## config.mk

```make
export PLATFORM = sky130hd
export DESIGN_NAME = serial_negate_unit
export DESIGN_NICKNAME = d
export VERILOG_FILES = /design/src/rtl/serial_negate_unit.sv
export SDC_FILE = /design/constraint.sdc
export NUM_CORES = 1
export LEC_CHECK = 0
export CAP_MARGIN = 20
export CORE_MARGIN = 4
export CORE_UTILIZATION = 40
export DETAILED_ROUTE_END_ITERATION = 16
export GPL_TIMING_DRIVEN = 0
export HOLD_SLACK_MARGIN = 0.03
export RECOVER_POWER = 50
export SYNTH_ARGS = -nofsm -noshare
export SYNTH_HDL_FRONTEND = slang
export SYNTH_SLANG_ARGS = --single-unit
```

## constraint.sdc

```tcl
create_clock -name CLK -period 2.96 [get_ports CLK]
set_input_delay 0.592 -clock CLK [delete_from_list [all_inputs] [get_ports CLK]]
set_output_delay 0.592 -clock CLK [all_outputs]
set_load 0.05 [all_outputs]
```

## src/rtl/serial_negate_unit.sv

```systemverilog
// Chunk-serial PASS / NEG / ABS unit for two's-complement operands.
// Processes CHUNK bits per clock and writes the result, OVF and ZERO on the last chunk.
module serial_negate_unit #(
    parameter int unsigned WIDTH = 8,
    parameter int unsigned CHUNK = 2
) (
    input  logic             CLK,
    input  logic             RESETN,
    input  logic             START,
    input  logic [1:0]       MODE,
    input  logic [WIDTH-1:0] IN,
    output logic             BUSY,
    output logic             DONE,
    output logic [WIDTH-1:0] OUT,
    output logic             OVF,
    output logic             ZERO
);

    localparam int unsigned N     = WIDTH / CHUNK;
    localparam int unsigned CNT_W = (N > 1) ? $clog2(N) : 1;
    localparam logic [WIDTH-1:0] MOST_NEG = WIDTH'(1) << (WIDTH - 1);
    localparam logic [1:0] MODE_NEG = 2'b01;
    localparam logic [1:0] MODE_ABS = 2'b10;

    typedef enum logic [1:0] {
        IDLE = 2'd0,
        RUN  = 2'd1,
        FIN  = 2'd2
    } state_e;

    state_e             state_q, state_d;
    logic [CNT_W-1:0]   cnt_q, cnt_d;
    logic               carry_q, carry_d;
    logic [WIDTH-1:0]   op_q, op_d;
    logic [1:0]         mode_q, mode_d;
    logic [WIDTH-1:0]   acc_q, acc_d;
    logic [WIDTH-1:0]   out_q, out_d;
    logic               ovf_q, ovf_d;
    logic               zero_q, zero_d;
    logic               busy_q, busy_d;
    logic               done_q, done_d;

    logic               negate;
    logic               last;
    int unsigned        shamt;
    logic [CHUNK-1:0]   chunk_in;
    logic [CHUNK-1:0]   chunk_inv;
    logic [CHUNK:0]     chunk_sum;
    logic [CHUNK-1:0]   chunk_res;

    // Next-state, datapath and output decode
    always_comb begin
        state_d = state_q;
        cnt_d   = cnt_q;
        carry_d = carry_q;
        op_d    = op_q;
        mode_d  = mode_q;
        acc_d   = acc_q;
        out_d   = out_q;
        ovf_d   = ovf_q;
        zero_d  = zero_q;

        // ABS negates only when the latched operand is negative; reserved mode passes through
        negate    = (mode_q == MODE_NEG) || ((mode_q == MODE_ABS) && op_q[WIDTH-1]);
        last      = (cnt_q == CNT_W'(N - 1));
        shamt     = 32'(cnt_q) * CHUNK;
        chunk_in  = CHUNK'(op_q >> shamt);
        chunk_inv = ~chunk_in;
        chunk_sum = (CHUNK+1)'(chunk_inv) + (CHUNK+1)'(carry_q);
        chunk_res = negate ? chunk_sum[CHUNK-1:0] : chunk_in;

        case (state_q)
            IDLE, FIN: begin
                if (START) begin
                    op_d    = IN;
                    mode_d  = MODE;
                    cnt_d   = '0;
                    carry_d = 1'b1;
                    acc_d   = '0;
                    state_d = RUN;
                end else begin
                    state_d = IDLE;
                end
            end
            RUN: begin
                acc_d = acc_q | (WIDTH'(chunk_res) << shamt);
                cnt_d = cnt_q + CNT_W'(1);
                if (negate) begin
                    carry_d = chunk_sum[CHUNK];
                end
                if (last) begin
                    out_d   = acc_d;
                    ovf_d   = negate && (op_q == MOST_NEG);
                    zero_d  = (acc_d == '0);
                    state_d = FIN;
                end
            end
            default: state_d = IDLE;
        endcase

        busy_d = (state_d == RUN);
        done_d = (state_d == FIN);
    end

    // State and output registers
    always_ff @(posedge CLK or negedge RESETN) begin
        if (!RESETN) begin
            state_q <= IDLE;
            cnt_q   <= '0;
            carry_q <= 1'b0;
            op_q    <= '0;
            mode_q  <= '0;
            acc_q   <= '0;
            out_q   <= '0;
            ovf_q   <= 1'b0;
            zero_q  <= 1'b0;
            busy_q  <= 1'b0;
            done_q  <= 1'b0;
        end else begin
            state_q <= state_d;
            cnt_q   <= cnt_d;
            carry_q <= carry_d;
            op_q    <= op_d;
            mode_q  <= mode_d;
            acc_q   <= acc_d;
            out_q   <= out_d;
            ovf_q   <= ovf_d;
            zero_q  <= zero_d;
            busy_q  <= busy_d;
            done_q  <= done_d;
        end
    end

    assign BUSY = busy_q;
    assign DONE = done_q;
    assign OUT  = out_q;
    assign OVF  = ovf_q;
    assign ZERO = zero_q;

endmodule

```

Word-level counts from Yosys, hierarchy flattened

Index checks and enable logic that the tools add are counted.
W data, S select, Z words.

Shift-type cells: 2
Bitwise logic cells: 2
$add $sub $neg: 2
Eq/ne operators: 10
Mux-type cells: 11
Reductions and logical operators: 11

Operators by type and width:

| kind                  | number |
|---|---|
| $pmux W8 S2           | 1 |
| $eq A2 B2 Y1 const B  | 4 |
| $eq A8 B8 Y1 const B  | 1 |
| $logic_not A8 Y1      | 1 |
| $mux W8               | 1 |
| $or A8 B8 Y8          | 1 |
| $pmux W2 S2           | 2 |
| $shl A2 B3 Y8         | 1 |
| $shr A8 B3 Y2         | 1 |
| $eq A2 B1 Y1 const B  | 3 |
| $mux W2               | 3 |
| $reduce_and A2 Y1     | 3 |
| $ne A2 B2 Y1 const B  | 2 |
| $add A2 B1 Y3         | 1 |
| $mux W1               | 3 |
| $reduce_and A3 Y1     | 1 |
| $add A2 B1 Y2 const B | 1 |
| $logic_and A1 B1 Y1   | 2 |
| $logic_not A2 Y1      | 1 |
| $not A2 Y2            | 1 |
| $pmux W1 S2           | 1 |
| $reduce_bool A2 Y1    | 1 |
| $reduce_or A2 Y1      | 1 |
| $logic_or A1 B1 Y1    | 1 |

Register bits: 35
Word-level logic and storage cells: 49

Longest topological paths before layout

Depth after elaboration: 7
Gate-level depth with buffers: 8
Gate-level depth less buffers: 7

Worst setup path before layout

OpenSTA, ideal clock, no wires.

Kind: register to register
Start: register cnt_q[0]
End: register zero_q (netlist: ZERO)
Stages on the path, launching flop included: 8
Data arrival time: 1996 ps
Path buffers: 0
Required time: 2893 ps
Path slack: 897 ps
Period minus slack after synthesis: 2063 ps
Library setup time: 67 ps
Path through: dfrtp_1 -> mux4_2 -> inv_1 -> ha_1 -> ha_1 -> mux2_2 -> a21oi_1 -> a32o_2

Longest elaborated chain between the ends: 7

RTL lines:

| what                     | RTL line | source |
|---|---|---|
| start: declaration       | 32       | `logic [CNT_W-1:0] cnt_q, cnt_d;` |
| start signal: assignment | 121      | `cnt_q <= cnt_d;` |
| $shr A8 B3 Y2            | 67       | `chunk_in = CHUNK'(op_q >> shamt);` |
| $not A2 Y2               | 68       | `chunk_inv = ~chunk_in;` |
| $add A2 B1 Y3            | 69       | `chunk_sum = (CHUNK+1)'(chunk_inv) + (CHUNK+1)'(carry_q);` |
| $mux W2                  | 70       | `chunk_res = negate ? chunk_sum[CHUNK-1:0] : chunk_in;` |
| $shl A2 B3 Y8            | 86       | `acc_d = acc_q \| (WIDTH'(chunk_res) << shamt);` |
| $or A8 B8 Y8             | 86       |  |
| $logic_not A8 Y1         | 94       | `zero_d = (acc_d == '0);` |
| end signal: assignment   | 128      | `zero_q <= zero_d;` |
| end: declaration         | 39       | `logic zero_q, zero_d;` |

Several ways; a longest one is shown, not always the timed one.
A chain may end at the register's enable or synchronous reset.

Final worst setup path

Same ends and word-level chain as after synthesis.

==> impl_metrics.json <==
{
  "syn_avg_cell_area_um2": 9.86,
  "grt_overflow": 0,
  "hold_ws_ns": 0.478,
  "max_freq_mhz": 445,
  "grt_max_degree": 36,
  "grt_util_met3_pct": 4.97,
  "clk_latency_ns": 0.28,
  "hold_viol": 0,
  "grt_pass1_wl_mm": 5.88,
  "dpl-instance-area_um2": 1860,
  "failed_checks": "capacitance limit, slew limit",
  "die_w_um": 70.6,
  "drv_cap": 1,
  "placed_cells": 231,
  "cts_buffer_depth": 2,
  "row_count": 22,
  "multi_input_area_um2": 631,
  "slew_violations": 36,
  "totalWireLength_mm": 3.38,
  "antenna_found_initial": 0,
  "fin_setup_tns_ns": 0,
  "synth_nets": 175,
  "viasPerCell": 5.17,
  "coreArea_um2": 3720,
  "final-seq-area_um2": 876,
  "skew_ns": 0.00423,
  "ios": 25,
  "cts_resized": 0,
  "fin_crit_sh_pct": 76.0,
  "outcome": "finished, violations left",
  "yosys_warnings": 0,
  "num-fill-cells": 363,
  "hpwlAfterDp_mm": 2.43,
  "path_cells": "mux4_2 -> inv_1 -> ha_1 -> ha_1 -> mux2_2 -> a21oi_1 -> a32o_2",
  "cp_slowest_cell": "mux4_2",
  "grt_setup_unrepaired": "no",
  "cpMostUsedCell": "ha_1",
  "drc": 0,
  "leakage_nw": 0.909,
  "wire_per_inst_um": 14.1,
  "cts_hold_buf": 0,
  "cts_tree": "done",
  "r2r_cells": 7,
  "grtUsageTotal_pct": 15.0,
  "ys_ff_latch": 35,
  "first_global_vias": 1234,
  "hold_depth": 2,
  "io_buffers": 24,
  "end_kind": "register",
  "busiest_layer": "met2",
  "layout_common_cells": "nand2_1 (40), dfrtp_1 (35), clkdlybuf4s50_1 (22), nor2_1 (19), a21oi_1 (11)",
  "die_area_um2": 4990,
  "cts-root-buf": "clkbuf_8",
  "via_count": 1236,
  "path_max_fanout": 4,
  "ant_nets": 0,
  "vdd_drop_max_mv": 0.633,
  "crit_path_start_kind": "register",
  "min_period_ns": 2.25,
  "synth_cell_type_count": 31,
  "setup_viol": 0,
  "crit_family": "multiplexers",
  "cp_num_buf_inv": 1,
  "hp-class": "reg2reg",
  "drt_iter0_markers": 90,
  "syn_area_um2": 1570,
  "drive_gt1_share_pct": 9.95,
  "dr.pass1.iters": 4,
  "die_y_um": 70.6,
  "syn_to_final_growth_pct": 25.1,
  "power_density_nw_per_um2": 1270,
  "num_antenna_cells": 0,
  "cts.reportedPaths.clkPinSlew_ns": 0.06,
  "arrival_ns": 2.47,
  "slowest_delay_ns": 0.53,
  "cts.sinks": 35,
  "cts-htree-levels": 2,
  "fin_nets": 206,
  "tightestPinTransition_ns": 1.84,
  "worstPathRequired_ns": 3.18,
  "maxSlewHeadroom_pct": -22.4,
  "final_core_util_pct": 52.8,
  "use_met2_pct": 23.9,
  "cts_setup_buffers": 0,
  "start_util_pct": 42.2,
  "crit_type": "reg2reg",
  "path_depth": 7,
  "use_met1_pct": 19.8,
  "syn_inst": 159,
  "finalWeightedCongestion": 0.890,
  "ys_seq_area_share_pct": 55.9,
  "cts_made_buffers": 5,
  "fin_area_um2": 1960,
  "final_common_cell": "nand2_1",
  "fin_cells": 239
}
## routing by layer
layer	wire length (um)	up-vias
met1	1510	597
met2	1670	32
met5	0	-
li1	-	603
met4	27	0
met3	170	4
## worst paths after layout
check                      slack [ns]     start  endpoint
max                              0.71  cnt_q[0]      ZERO
min in group asynchronous        0.80    RESETN   op_q[1]
min                              0.48       OVF       OVF
max in group asynchronous        1.10    RESETN    OUT[1]
max reg2reg                      0.71  cnt_q[0]      ZERO
min reg2reg                      0.48       OVF       OVF
## power by group
| part | switching [mW] | leakage [nW] | internal, mW |
|---|---|---|---|
| Combinational | 0.780 | 0.416 | 0.508 |
| Sequential | 0.150 | 0.441 | 0.680 |
| Clock | 0.158 | 0.0515 | 0.212 |
## kinds of logic after synthesis
kind of cell               Yosys count  share of synthesized area, %
AOI/OAI and AO/OA                   33                          13.1
buffers and inverters               12                          3.91
DFF                                 35                          55.9
and+or+nand+nor                     72                          20.2
adders and majority gates            3                          2.39
muxes                                4                          4.55
## layout make-up
| class | count | area share (%) |
|---|---|---|
| buffer | 7 | 2.17 |
| clock buffer | 8 | 5.10 |
| inverter | 5 | 0.957 |
| multi-input combinational | 112 | 32.1 |
| sequential | 35 | 44.6 |
| tap | 48 | 3.06 |
| timing repair buffer | 24 | 11.9 |
## worst reg2reg max path: cells and delay by family, from the launching register on
kind	cells	cell delay, ns
mux	2	0.82
compound gates	2	0.47
flops	1	0.43
fa+ha+maj	2	0.40
buf+inv	1	0.07
## per-stage QoR
step | setup slack [ns] | power [mW]
floorplan | 0.897 | 1.76
finish | 0.711 | 2.49
CTS | 0.687 | 2.51
global placement | 0.583 | 2.08
detailed placement | 0.699 | 2.12
global route | 0.570 | 2.67
## Yosys cell counts
master	instances	area [um^2]
mux2_2	1	11.3
nand3_1	1	5.00
o21ai_0	7	35.0
inv_1	4	15.0
nor4_1	2	12.5
mux4_2	2	45.0
a41o_1	1	10.0
a31oi_1	7	43.8
clkinv_1	1	3.75
a32o_2	1	11.3
clkbuf_1	3	11.3
nor2b_2	1	8.76
buf_6	2	22.5
dfrtp_1	35	876
o21ai_1	3	15.0
buf_2	1	5.00
nor2_1	19	71.3
and4_4	1	11.3
mux2_4	1	15.0
ha_1	3	37.5
nand3b_1	1	7.51
a22o_1	1	8.76
nor4b_1	1	8.76
buf_1	1	3.75
a41oi_1	1	8.76
a21oi_1	11	55.1
a31o_4	1	17.5
nor2b_1	2	12.5
nor3_2	1	10.0
nand2b_1	3	18.8
nand2_1	40	150
## flip-flops by register name, summed over array words and instances (netlist names)
signal / flops
OVF: 1
cnt_q: 2
op_q: 8
mode_q: 2
ZERO: 1
state_q: 2
DONE: 1
BUSY: 1
acc_q: 8
carry_q: 1
OUT: 8
No activity file was read; power rests on OpenSTA's default activity.
